--- src/rtl/n64_poll_multi.sv ---
// Round-robin N64 controller poller: sends the 0x01 status command on each open-drain
// pad line in turn, receives the 32-bit reply and keeps a status word and presence flag per port.
module n64_poll_multi #(
  parameter int unsigned NUM_PORTS  = 4,
  parameter int unsigned US_CYCLES  = 50,
  parameter int unsigned TIMEOUT_US = 8,
  parameter int unsigned GAP_US     = 1000
) (
  input  logic                      clk,
  input  logic                      rstn,
  input  logic                      enable,
  input  logic [NUM_PORTS-1:0]      data_in,
  output logic [NUM_PORTS-1:0]      data_oe,
  output logic [32*NUM_PORTS-1:0]   buttons,
  output logic [NUM_PORTS-1:0]      present,
  output logic                      valid,
  output logic                      error,
  output logic [7:0]                port_idx
);

  localparam int unsigned CELL   = 4 * US_CYCLES;
  localparam int unsigned TMO    = TIMEOUT_US * US_CYCLES;
  localparam int unsigned GAPC   = GAP_US * US_CYCLES;
  localparam int unsigned SMP    = 2 * US_CYCLES;
  localparam int unsigned CMAX_A = (GAPC > CELL) ? GAPC : CELL;
  localparam int unsigned CMAX   = (CMAX_A > TMO) ? CMAX_A : TMO;
  localparam int unsigned CW     = $clog2(CMAX + 1);
  localparam logic [7:0]  CMD    = 8'h01;

  typedef enum logic [3:0] {
    S_IDLE, S_TX, S_TX_STOP, S_RX_WAIT, S_RX_SAMPLE, S_RX_HIGH, S_DONE, S_FAIL, S_GAP
  } state_t;

  state_t               state, state_nxt;
  logic [CW-1:0]        cnt;
  logic [4:0]           bitn;
  logic [31:0]          shreg;
  logic [NUM_PORTS-1:0] sync1, sync2;
  logic                 line, line_d;
  logic                 fall_c, cmd_bit_c;
  logic                 oe_c, cnt_clr_c, cnt_inc_c, bit_clr_c, bit_inc_c;
  logic                 shift_c, ok_c, fail_c, adv_c;

  // Synchronized level of the port currently being polled
  always_comb begin
    line = 1'b1;
    for (int i = 0; i < NUM_PORTS; i++) begin
      if (port_idx == 8'(i)) line = sync2[i];
    end
  end

  assign fall_c    = line_d & ~line;
  assign cmd_bit_c = CMD[3'd7 - bitn[2:0]];

  always_ff @(posedge clk or negedge rstn) begin
    if (!rstn) state <= S_IDLE;
    else       state <= state_nxt;
  end

  always_comb begin
    state_nxt = state;
    case (state)
      S_IDLE:      if (enable) state_nxt = S_TX;
      S_TX:        if (cnt == CW'(CELL - 1) && bitn == 5'd7) state_nxt = S_TX_STOP;
      S_TX_STOP:   if (cnt == CW'(US_CYCLES - 1)) state_nxt = S_RX_WAIT;
      S_RX_WAIT: begin
        if (fall_c)                    state_nxt = S_RX_SAMPLE;
        else if (cnt == CW'(TMO - 1))  state_nxt = S_FAIL;
      end
      S_RX_SAMPLE: if (cnt == CW'(SMP - 1)) state_nxt = (bitn == 5'd31) ? S_DONE : S_RX_HIGH;
      S_RX_HIGH: begin
        if (line)                      state_nxt = S_RX_WAIT;
        else if (cnt == CW'(TMO - 1))  state_nxt = S_FAIL;
      end
      S_DONE:      state_nxt = S_GAP;
      S_FAIL:      state_nxt = S_GAP;
      S_GAP:       if (cnt == CW'(GAPC - 1)) state_nxt = enable ? S_TX : S_IDLE;
      default:     state_nxt = S_IDLE;
    endcase
  end

  // Per-state line drive and datapath strobes
  always_comb begin
    oe_c      = 1'b0;
    cnt_clr_c = 1'b0;
    cnt_inc_c = 1'b0;
    bit_clr_c = 1'b0;
    bit_inc_c = 1'b0;
    shift_c   = 1'b0;
    ok_c      = 1'b0;
    fail_c    = 1'b0;
    adv_c     = 1'b0;
    case (state)
      S_IDLE: begin
        cnt_clr_c = 1'b1;
        bit_clr_c = 1'b1;
      end
      S_TX: begin
        oe_c = cmd_bit_c ? (cnt < CW'(US_CYCLES)) : (cnt < CW'(3 * US_CYCLES));
        if (cnt == CW'(CELL - 1)) begin
          cnt_clr_c = 1'b1;
          if (bitn == 5'd7) bit_clr_c = 1'b1;
          else              bit_inc_c = 1'b1;
        end else begin
          cnt_inc_c = 1'b1;
        end
      end
      S_TX_STOP: begin
        oe_c = 1'b1;
        if (cnt == CW'(US_CYCLES - 1)) cnt_clr_c = 1'b1;
        else                           cnt_inc_c = 1'b1;
      end
      S_RX_WAIT: begin
        if (fall_c) cnt_clr_c = 1'b1;
        else        cnt_inc_c = 1'b1;
      end
      S_RX_SAMPLE: begin
        if (cnt == CW'(SMP - 1)) begin
          shift_c   = 1'b1;
          bit_inc_c = 1'b1;
          cnt_clr_c = 1'b1;
        end else begin
          cnt_inc_c = 1'b1;
        end
      end
      S_RX_HIGH: begin
        if (line) cnt_clr_c = 1'b1;
        else      cnt_inc_c = 1'b1;
      end
      S_DONE: begin
        ok_c      = 1'b1;
        cnt_clr_c = 1'b1;
      end
      S_FAIL: begin
        fail_c    = 1'b1;
        cnt_clr_c = 1'b1;
      end
      S_GAP: begin
        if (cnt == CW'(GAPC - 1)) begin
          adv_c     = 1'b1;
          cnt_clr_c = 1'b1;
          bit_clr_c = 1'b1;
        end else begin
          cnt_inc_c = 1'b1;
        end
      end
      default: cnt_clr_c = 1'b1;
    endcase
  end

  // Registered datapath; status slices are written whole in the DONE/FAIL cycle
  always_ff @(posedge clk or negedge rstn) begin
    if (!rstn) begin
      sync1    <= '1;
      sync2    <= '1;
      line_d   <= 1'b1;
      cnt      <= '0;
      bitn     <= '0;
      shreg    <= '0;
      data_oe  <= '0;
      buttons  <= '0;
      present  <= '0;
      valid    <= 1'b0;
      error    <= 1'b0;
      port_idx <= '0;
    end else begin
      sync1  <= data_in;
      sync2  <= sync1;
      line_d <= line;
      if (cnt_clr_c)      cnt <= '0;
      else if (cnt_inc_c) cnt <= cnt + CW'(1);
      if (bit_clr_c)      bitn <= '0;
      else if (bit_inc_c) bitn <= bitn + 5'd1;
      if (shift_c) shreg <= {shreg[30:0], line};
      valid <= ok_c;
      error <= fail_c;
      for (int p = 0; p < NUM_PORTS; p++) begin
        data_oe[p] <= oe_c && (port_idx == 8'(p));
        if (port_idx == 8'(p)) begin
          if (ok_c) begin
            buttons[32*p +: 32] <= shreg;
            present[p]          <= 1'b1;
          end else if (fail_c) begin
            buttons[32*p +: 32] <= '0;
            present[p]          <= 1'b0;
          end
        end
      end
      if (adv_c) port_idx <= (port_idx == 8'(NUM_PORTS - 1)) ? 8'd0 : port_idx + 8'd1;
    end
  end

endmodule
--- config.mk ---
export PLATFORM = sky130hd
export DESIGN_NAME = n64_poll_multi
export DESIGN_NICKNAME = d
export VERILOG_FILES = /design/src/rtl/n64_poll_multi.sv
export SDC_FILE = /design/constraint.sdc
export NUM_CORES = 1
export LEC_CHECK = 0
export CAP_MARGIN = 20
export CORE_MARGIN = 1.5
export CORE_UTILIZATION = 57
export DETAILED_ROUTE_END_ITERATION = 10
export PLACE_DENSITY_LB_ADDON = 0.25
export SETUP_SLACK_MARGIN = 0.5
export SYNTH_ARGS = -nofsm -noshare
export SYNTH_HDL_FRONTEND = slang
export SYNTH_SLANG_ARGS = --single-unit
--- constraint.sdc ---
create_clock -name clk -period 6.1 [get_ports clk]
set_input_delay 0.61 -clock clk [delete_from_list [all_inputs] [get_ports clk]]
set_output_delay 0.61 -clock clk [all_outputs]
set_load 0.01 [all_outputs]
==> flow_results.org <==
** STA
- Setup Total Neg Slack :: 0 ps
- Setup violations remaining at the end of the flow were counted as 0.
- For the pin with the worst max-slew slack, the measured transition is 829 ps.
- The hold violation count in the final report was 0.
- The worst path needs 3060 ps of the cycle, external delays included.
- Dividing the final minimum period by the clock period gives 50.1%.
- Setup repair after global routing missed its margin :: false
- Worst-case headroom to the max-slew limit :: 44.7%
- Max-slew violation count :: 0
- In the post-route analysis, the smallest setup slack over all paths is 3040 ps.
- The clock arrives with 11.1 ps of skew.
- Maximum clock frequency :: 0.327 GHz

** Place
- Global placer's final weighted congestion :: 0.841
- Pre-CTS WS :: 2650 ps
- The HPWL after detailed placement is 12.5 mm.
- # port buffers :: 152

** Pwr
- Lkg Pwr :: 4.77 nW
- Power spread over the standard cell area amounts to 255 mW/mm².
- Worst vdd rail ir drop :: 220 µV

** Global routing
- The number of antenna violations at the first check in global routing came to 0.
- In the global route stage, overall resource usage came out at 25.2%.
- After global routing the overflow that remains totals 0.
- Entering global routing, the biggest net connects 97 pins.
- Via count of the first global-routing pass :: 6442
- Global-route wire length before repair :: 32.4 mm

** Setup path
- Buf+Inv Stages, Crit Path :: 1
- Critical Path Fanout Max :: 35
- The critical path goes through clkinv_1 -> and2_1 -> and3_2 -> a41o_1 -> nor2_1 -> mux2_2.
- WP data arrival :: 3490 ps
- By startpoint and endpoint, the worst setup path is classified as flop to flop.
- Critical path data required time :: 6540 ps
- Type of origin of the critical path :: flop
- Top delay family on crit path :: simple AND/OR/NAND/NOR gates
- Cell with the largest stage delay on the worst path :: sky130_fd_sc_hd__dfrtp_1
- For this run, the slowest stage of the critical path takes 720 ps.
- Type of element capturing the critical path :: flop

** Die
- Horizontal die dimension :: 126 µm
- I/O pin cnt :: 153
- Full die area :: 0.0158 mm²
- Effective utilization at floorplan :: 58.7%
- Rows :: 44
- Measured along the y axis, the die boundary spans 126 µm.
- The region available for standard cell placement spans 0.0146 mm².

** Synthesis
- Synthesis produced 831 cells.
- After synthesis, the largest area contributor takes up 59.1% of total cell area.
- Primary flip-flop cell chosen by synthesis mapping :: sky130_fd_sc_hd__dfrtp_1
- By area the synthesized netlist is led by sky130_fd_sc_hd__dfrtp_1 59%, sky130_fd_sc_hd__nand2_1 9.7%, sky130_fd_sc_hd__o21ai_0 8.6%.
- Of all cell types, the one taking the most synthesized area is sky130_fd_sc_hd__dfrtp_1.
- Top cells by count, synth :: 223 x sky130_fd_sc_hd__nand2_1, 203 x sky130_fd_sc_hd__dfrtp_1, 147 x sky130_fd_sc_hd__o21ai_0
- Synth Area in XOR/XNOR :: 1.33%
- Averaged over all synthesized cells, the footprint is 10.3 µm².
- The number of different library cells used by synthesis comes to 55.
- Combinational family with the most area after synthesis :: simple AND/OR/NAND/NOR gates
- Simple-gate share of the synthesized area :: 16.9%
- Counting every net in the synthesized netlist gives 847.
- Yosys Warn Count :: 0
- In this run, synthesis produced a sequential element count of 212.
- Async SR Flop Fraction :: 100%
- Most frequent cell after synthesis :: sky130_fd_sc_hd__nand2_1
- In the synthesized netlist, mux cells make up 4.31% of the area.
- The cell area that synthesis handed to floorplanning was 0.00859 mm².
- The synthesized design contains 0 enable-type register cells.
- After synthesis, flip-flops and latches occupy 61.9% of the total area.
- The synthesized netlist devotes 11.7% of its cell area to compound gates.
- After Yosys synthesis, full adders, half adders and majority gates account for 1.31% of the synthesized area.

** Detailed routing
- Final ANT Viol Nets :: 0
- In the routed design, unresolved DRC markers number 14.
- DRT Wirelength :: 19.9 mm
- Across all layers, the routed design uses 6578 vias.
- In the final routed layout, each cell accounts on average for 17.1 µm.
- Number of DRC markers in iteration 0 :: 567
- Vias per cell :: 5.65
- Detailed-router iteration count before antenna repair :: 10

** Min path
- The worst hold path belongs to the class primary input to asynchronous set/reset pin.

** Layout
- Layout cells sized above 1 :: 10.1%
- Diodes inserted :: 0
- The area growth from synthesis to layout is 28.6%.
- Net count reported at finish :: 982

** Clock network
- Clock-pin slew was measured on the worst setup and hold paths at 60 ps.
- Clock tree from TritonCTS :: done
- The longest clock path from root to sink contains 3 buffers.
- After clock tree synthesis, the setup repair step added 0 buffers.
- In this run the number of H-tree levels came out at 1.
- The number of hold buffers added after CTS was 0.
- Once the clock tree was built, the resizer swapped 0 gates to a different size.
- Clock tree root driver cell :: sky130_fd_sc_hd__clkbuf_16
- Sinks on Clock Net :: 212
- Clock buffer count from CTS :: 22
- The later pin in the worst-skew pair is clocked with a latency of 500 ps.

** Run
- Count of max-cap constraint violations :: 0

** Run status
- Result of the run :: finished with violations
- Violations in the final reports :: design-rule violations
==> layout make-up <==
| type | count | area [µm²] |
|---|---|---|
| flip-flops and latches | 212 | 5320 |
| clock inverters | 6 | 119 |
| clock buffers | 33 | 632 |
| multi-input cells | 565 | 3060 |
| fillers | 1004 | 3590 |
| inverters | 5 | 18.8 |
| repair buffers | 160 | 1670 |
| well taps | 184 | 230 |
==> registers in the layout, summed over array words and instances, names as in the netlist <==
signal / count
buttons: 128
shreg: 32
cnt: 16
port_idx: 8
bitn: 5
data_oe: 4
present: 4
state: 4
sync1: 4
sync2: 4
error: 1
line_d: 1
valid: 1
==> power breakdown <==
group / leakage (nW) / switching, mW / internal, mW
clock network: 0.361 / 0.525 / 0.843
logic: 1.50 / 0.0271 / 0.00486
registers: 2.91 / 0.00108 / 1.41
==> layer usage <==
layer | global-route usage, % | vias up | wire length (µm)
met2 | 42.4 | 220 | 9850
met4 | 8.45 | 0 | 614
met1 | 34.3 | 3234 | 8430
met5 | 0 | - | 0
li1 | - | 3078 | -
met3 | 3.27 | 46 | 1010
==> cell usage in the layout, fill, tap and decap left out, types with 2 or more instances in the layout <==
master / Yosys / routed
sky130_fd_sc_hd__o31ai_1: 2 / 2
sky130_fd_sc_hd__xor2_1: 8 / 8
sky130_fd_sc_hd__o21ai_1: 3 / 3
sky130_fd_sc_hd__buf_12: 0 / 2
sky130_fd_sc_hd__a22o_1: 3 / 3
sky130_fd_sc_hd__a21o_1: 2 / 2
sky130_fd_sc_hd__o21ai_0: 147 / 147
sky130_fd_sc_hd__nor3_1: 8 / 8
sky130_fd_sc_hd__ha_1: 9 / 9
sky130_fd_sc_hd__clkdlybuf4s50_1: 0 / 151
sky130_fd_sc_hd__nor3b_1: 2 / 2
sky130_fd_sc_hd__and4b_1: 2 / 2
sky130_fd_sc_hd__dfstp_2: 9 / 9
sky130_fd_sc_hd__a21oi_1: 7 / 7
sky130_fd_sc_hd__nor2_1: 40 / 39
sky130_fd_sc_hd__nand4_1: 6 / 6
sky130_fd_sc_hd__mux2_2: 32 / 32
sky130_fd_sc_hd__xnor2_1: 5 / 5
sky130_fd_sc_hd__dfrtp_1: 203 / 203
sky130_fd_sc_hd__nor2b_1: 3 / 3
sky130_fd_sc_hd__clkbuf_1: 38 / 7
sky130_fd_sc_hd__nand2_1: 223 / 220
sky130_fd_sc_hd__buf_4: 1 / 3
sky130_fd_sc_hd__a31oi_1: 2 / 2
sky130_fd_sc_hd__nand2_2: 0 / 3
sky130_fd_sc_hd__nor4_4: 2 / 2
sky130_fd_sc_hd__and4_1: 2 / 2
sky130_fd_sc_hd__clkbuf_8: 0 / 5
sky130_fd_sc_hd__nand3b_1: 3 / 3
sky130_fd_sc_hd__clkbuf_16: 0 / 22
sky130_fd_sc_hd__bufinv_16: 0 / 3
sky130_fd_sc_hd__and2_1: 7 / 7
sky130_fd_sc_hd__nand3_1: 12 / 12
sky130_fd_sc_hd__and3_1: 10 / 9
sky130_fd_sc_hd__or3_1: 2 / 2
sky130_fd_sc_hd__buf_16: 0 / 3
sky130_fd_sc_hd__inv_1: 4 / 4
==> per-stage QoR <==
step	instance area, µm²	hold WS, ps	power [mW]	std cells	utilization, %
finish	11000	134	2.81	1165	75.5
global route	11000	221	2.89	1165	75.5
CTS	10900	200	2.83	1160	74.6
detailed placement	10200	347	1.47	1121	69.5
global placement	10200	347	1.47	1121	69.5
floorplan	8590	314	1.44	831	-
==> path summary, 6_finish.rpt <==
check                                     start                       to  cells after the start  slack, ps
max in group asynchronous                  rstn  buttons[83]$_DFFE_PN0P_                      2       4720
setup / recovery           state[0]$_DFFE_PN0P_      bitn[0]$_DFFE_PN0P_                      6       3040
hold / removal                             rstn  buttons[33]$_DFFE_PN0P_                      1        130
min in group clk             sync1[0]$_DFF_PN1_       sync2[0]$_DFF_PN1_                      0        350
hold reg to reg              sync1[0]$_DFF_PN1_       sync2[0]$_DFF_PN1_                      0        350
setup reg to reg           state[0]$_DFFE_PN0P_      bitn[0]$_DFFE_PN0P_                      6       3040
==> cells by family after synthesis <==
| logic type | after synthesis |
|---|---|
| and+or+nand+nor | 329 |
| AOI/OAI and AO/OA | 181 |
| buffers and inverters | 54 |
| adders and majority gates | 9 |
| xor gates and xnor gates | 13 |
| DFF | 212 |
| muxes | 33 |
No activity file was read; power rests on OpenSTA's default activity.
